===== src/rtl/joypad_poller.sv =====
// Periodic poll scheduler for the NES-classic I2C bridge: issues start pulses at a fixed
// rate, supervises each transaction with a watchdog and publishes clean joypad state.
module joypad_poller #(
   parameter int unsigned POLL_PERIOD = 833_333,
   parameter int unsigned TIMEOUT     = 200_000,
   parameter int unsigned MISS_LIMIT  = 3
) (
   input  logic       clk_i,
   input  logic       rst_i,
   input  logic       enable_i,
   output logic       bridge_start_o,
   input  logic       bridge_ready_i,
   input  logic [7:0] bridge_joypad_i,
   input  logic       bridge_valid_i,
   output logic [7:0] joypad_o,
   output logic [7:0] pressed_o,
   input  logic       frame_ack_i,
   output logic       new_sample_o,
   output logic       connected_o,
   output logic [7:0] err_count_o
);

   localparam int unsigned CNT_W = (POLL_PERIOD > 2) ? $clog2(POLL_PERIOD) : 1;
   localparam int unsigned TO_W  = (TIMEOUT > 1) ? $clog2(TIMEOUT + 1) : 1;

   localparam logic [CNT_W-1:0] PERIOD_LAST = CNT_W'(POLL_PERIOD - 1);
   localparam logic [TO_W-1:0]  TO_LAST     = TO_W'(TIMEOUT - 1);
   localparam logic [3:0]       MISS_LIM    = 4'(MISS_LIMIT);

   typedef enum logic [1:0] {
      S_IDLE   = 2'd0,
      S_LAUNCH = 2'd1,
      S_BUSY   = 2'd2
   } state_t;

   state_t           state_q, state_d;
   logic [CNT_W-1:0] cnt_q, cnt_d;
   logic [TO_W-1:0]  to_q, to_d;
   logic [3:0]       miss_q, miss_d;
   logic [7:0]       joypad_q, joypad_d;
   logic [7:0]       pressed_q, pressed_d;
   logic             new_sample_q, new_sample_d;
   logic             connected_q, connected_d;
   logic [7:0]       err_q, err_d;

   logic             tick;
   logic             done_ok;
   logic             done_fail;
   logic [3:0]       miss_inc;

   // Free-running poll timebase, independent of enable and of the FSM.
   always_comb begin
      tick  = (cnt_q == PERIOD_LAST);
      cnt_d = tick ? '0 : cnt_q + 1'b1;
   end

   always_ff @(posedge clk_i or posedge rst_i) begin
      if (rst_i) begin
         cnt_q <= '0;
      end else begin
         cnt_q <= cnt_d;
      end
   end

   always_ff @(posedge clk_i or posedge rst_i) begin
      if (rst_i) begin
         state_q <= S_IDLE;
         to_q    <= '0;
      end else begin
         state_q <= state_d;
         to_q    <= to_d;
      end
   end

   always_comb begin
      state_d        = state_q;
      to_d           = to_q;
      bridge_start_o = 1'b0;
      done_ok        = 1'b0;
      done_fail      = 1'b0;
      unique case (state_q)
         S_IDLE: begin
            // Ticks that miss any start condition are simply dropped.
            if (tick && enable_i && bridge_ready_i) begin
               bridge_start_o = 1'b1;
               state_d        = S_LAUNCH;
            end
         end
         S_LAUNCH: begin
            // The bridge still shows ready in this cycle; skip it.
            state_d = S_BUSY;
            to_d    = '0;
         end
         S_BUSY: begin
            to_d = to_q + 1'b1;
            if (bridge_ready_i) begin
               done_ok   = bridge_valid_i;
               done_fail = ~bridge_valid_i;
               state_d   = S_IDLE;
            end else if (to_q == TO_LAST) begin
               done_fail = 1'b1;
               state_d   = S_IDLE;
            end
         end
         default: state_d = S_IDLE;
      endcase
   end

   always_comb begin
      joypad_d     = joypad_q;
      pressed_d    = pressed_q;
      new_sample_d = 1'b0;
      connected_d  = connected_q;
      err_d        = err_q;
      miss_d       = miss_q;
      miss_inc     = (miss_q >= MISS_LIM) ? MISS_LIM : miss_q + 1'b1;
      if (done_ok) begin
         // Ack drops the old flags while edges from this sample still register.
         joypad_d     = bridge_joypad_i;
         pressed_d    = (pressed_q & ~{8{frame_ack_i}}) | (bridge_joypad_i & ~joypad_q);
         new_sample_d = 1'b1;
         connected_d  = 1'b1;
         miss_d       = '0;
      end else begin
         if (frame_ack_i) begin
            pressed_d = '0;
         end
         if (done_fail) begin
            if (err_q != 8'hFF) begin
               err_d = err_q + 1'b1;
            end
            miss_d = miss_inc;
            if (miss_inc == MISS_LIM) begin
               connected_d = 1'b0;
               joypad_d    = '0;
               pressed_d   = '0;
            end
         end
      end
   end

   always_ff @(posedge clk_i or posedge rst_i) begin
      if (rst_i) begin
         joypad_q     <= '0;
         pressed_q    <= '0;
         new_sample_q <= 1'b0;
         connected_q  <= 1'b0;
         err_q        <= '0;
         miss_q       <= '0;
      end else begin
         joypad_q     <= joypad_d;
         pressed_q    <= pressed_d;
         new_sample_q <= new_sample_d;
         connected_q  <= connected_d;
         err_q        <= err_d;
         miss_q       <= miss_d;
      end
   end

   assign joypad_o     = joypad_q;
   assign pressed_o    = pressed_q;
   assign new_sample_o = new_sample_q;
   assign connected_o  = connected_q;
   assign err_count_o  = err_q;

endmodule


===== config.mk =====
export PLATFORM = sky130hd
export DESIGN_NAME = joypad_poller
export DESIGN_NICKNAME = d
export VERILOG_FILES = /design/src/rtl/joypad_poller.sv
export SDC_FILE = /design/constraint.sdc
export NUM_CORES = 1
export LEC_CHECK = 0
export BUFFER_PORTS_ARGS = -buffer_cell sky130_fd_sc_hd__buf_2
export CORE_MARGIN = 2
export CORE_UTILIZATION = 62
export DETAILED_ROUTE_END_ITERATION = 7
export PLACE_DENSITY_LB_ADDON = 0.3
export SLEW_MARGIN = 20
export SYNTH_ARGS = -nofsm -noshare
export SYNTH_HDL_FRONTEND = slang
export SYNTH_SLANG_ARGS = --single-unit
export TNS_END_PERCENT = 100

===== constraint.sdc =====
create_clock -name clk_i -period 5.4 [get_ports clk_i]
set_input_delay 0.27 -clock clk_i [delete_from_list [all_inputs] [get_ports clk_i]]
set_output_delay 0.27 -clock clk_i [all_outputs]
set_load 0.02 [all_outputs]

==> results.tsv <==
metric	value	unit
grt_first_pass_wirelength	11.8	mm
swShare	0.220	
synthSimpleGateAreaFrac	0.221	
clockBufferDepth	2	
ys_warn_count	0	
synth_cell_type_count	48	
outcome	finished clean	
final_util	0.717	
drtAntennaViolNets	0	
synthCells	336	
seqPwrFrac	0.553	
maxCapViolCount	0	
synthToLayoutAreaGrowth	13.5	%
synth-xor-area-share	0.0866	
root_buffer	clkbuf_8	
drt_iter0_markers	129	
worst_pin_slew	1040	ps
p_clk_frac	0.416	
synth_area_per_cell	10.2	µm²
path_clk_slew	70	ps
synth_mux_area_frac	0.0157	
num_vias	2632	
ys_ff_latch	70	
rsz0062_at_grt	no	
pre_cts_ws	2950	ps
fin_crit_sh	0.452	
worstPathRequired	5130	ps
gr-total-overflow	0	
maxSlewViolCount	0	
setup_viol_count_final	0	
synthTopCellsByArea	dfrtp_1 (51%), xor2_1 (5.4%), nand2_1 (4.0%)	
fp.dieH	78.5	µm
max_slew_margin	0.301	
drt_pre_antenna_iters	4	
switching_power	0.211	mW
endpoint_kind	output pin	
die_x	78.5	µm
h-tree-depth	3	
yosysTopAreaCellShare	0.510	
post-dp-hpwl	4.70	mm
via_per_inst	5.73	
cts_tree	done	
total_leakage_power	1.85	nW
die_area	6160	µm²
grt_usage	0.246	
hp-class	input pin to register	
fin_setup_tns	0	ps
synthArstFlopShare	1.00	
grt_pass1_vias	2530	
worstSetupStartpointType	register	
cp_max_fo	4	
hold_viol	0	
critical_path_class	register to output pin	
start_util	0.632	
final_common_cell	dfrtp_1	
comb_power_share	0.031	
synth_top_family_by_area	simple AND/OR/NAND/NOR gates	
synth-compound-area-share	0.105	
grt_max_degree	61	
layout_common_cells	dfrtp_1 (70), buf_2 (40), nand2_1 (37), nor2_1 (36), inv_1 (23)	
synth_edf_count	0	
antennaDiodeCount	0	
drive_gt1_frac	0.178	
layout_setup_ws	2960	ps
syn_area	3440	µm²
antenna_found_initial	0	
synth_fa_ha_area_frac	0.0291	
synthFlopType	dfrtp_1	
clkLatencyLatePin	340	ps
routed_wl	6.74	mm
cellPowerDensity	245	nW/µm²
period_needed	2440	ps
cp_data_arrival_time	2170	ps
wl_per_cell	14.7	µm
clock_skew	10.9	ps
core_area	5440	µm²
cts.sinks	70	
synth_fp_nets	358	
cts_buffers	9	
gp_congestion	0.832	
io_pins	41	
ir_worst_vdd	0.205	mV
io_buffer_count	40	
drc	0	
row_count	27	
ctsResizeCount	0	
internal-power	0.746	mW
final_nets	405	
fmax	410	MHz
synth-seq-area-share	0.510	
yosysTopAreaCell	dfrtp_1	
## path summary, 6_finish.rpt
kind / from / end / slack [ps] / cells after the start
worst max-delay path: cnt_q[16]$_DFF_PP0_ / bridge_start_o / 2960 / 4
worst min-delay path: bridge_joypad_i[0] / joypad_o[0]$_DFFE_PP0P_ / 170 / 2
worst max register to register: cnt_q[16]$_DFF_PP0_ / state_q[1]$_DFFE_PP0P_ / 2960 / 4
worst min register to register: joypad_o[0]$_DFFE_PP0P_ / pressed_o[0]$_DFF_PP0_ / 490 / 1
max in group asynchronous: rst_i / to_q[6]$_DFFE_PP0P_ / 4010 / 4
min in group asynchronous: rst_i / cnt_q[6]$_DFF_PP0_ / 380 / 3
## synth_stat cells, drive strengths merged, types with 3 or more instances
cell type,instances
dfrtp,70
nand2,37
nor2,36
inv,24
xor2,21
nand3,20
xnor2,13
nand4,10
a22o,9
o21ai,9
ha,8
nor4,8
o32ai,8
nor3,7
a21oi,6
and3,6
a211oi,4
clkbuf,4
nor2b,4
and2,3
mux2,3
o31ai,3
## power by group through the flow
stage	Sequential [mW]	Combinational, mW	Clock (mW)
6_report	0.529	0.0296	0.399
2_1_floorplan	0.542	0.0130	0
3_5_place_dp	0.539	0.0299	0
5_1_grt	0.529	0.0339	0.432
4_1_cts	0.529	0.0304	0.405
3_3_place_gp	0.539	0.0294	0
## area by class of cell
class / count / area (µm²)
inverters: 24 / 90.1
repair buffers: 42 / 218
clock buffers: 11 / 131
clock inverters: 4 / 48.8
flip-flops and latches: 70 / 1750
well taps: 72 / 90.1
fillers: 413 / 1540
multi-input cells: 236 / 1570
## cells by family after synthesis
kind of cell / count (synthesis)
flops: 70
fa+ha+maj: 8
mux: 5
xor+xnor: 34
buf+inv: 30
simple gates: 142
compound gates: 47
## sequential cells by signal, summed over array words and instances, names as in the netlist
register	count
to_q	18
cnt_q	20
connected_o	1
err_count_o	8
joypad_o	8
state_q	2
miss_q	4
pressed_o	8
new_sample_o	1
## metal layers
layer  share of wire  track usage  vias to the layer above
li1                -            -                     1273
met1            0.45        0.335                     1286
met2            0.50        0.393                       64
met3           0.042       0.0356                        9
met4           0.014        0.112                        0
met5               0            0                        -
## critical path, stage by stage, from the launching register on
cell and delay (ps):
dfrtp_1 420, or4b_2 740, nor4_1 240, and3_1 260
buf_2 180
## what timing repair did
item,4_1_cts,5_1_grt
setup buffers,0,0
hold buffers,1,0
hold endpoints to repair,10,0
## stage by stage
stage               cell area, µm²  power [mW]  hold slack (ps)  std cells
floorplan                     3440       0.555              404        336
global placement              3710       0.568              197        443
detailed placement            3710       0.569              202        443
CTS                           3900       0.964              162        459
global route                  3900       0.995              163        459
finish                        3900       0.957              172        459
(Power assumes the default switching activity.)
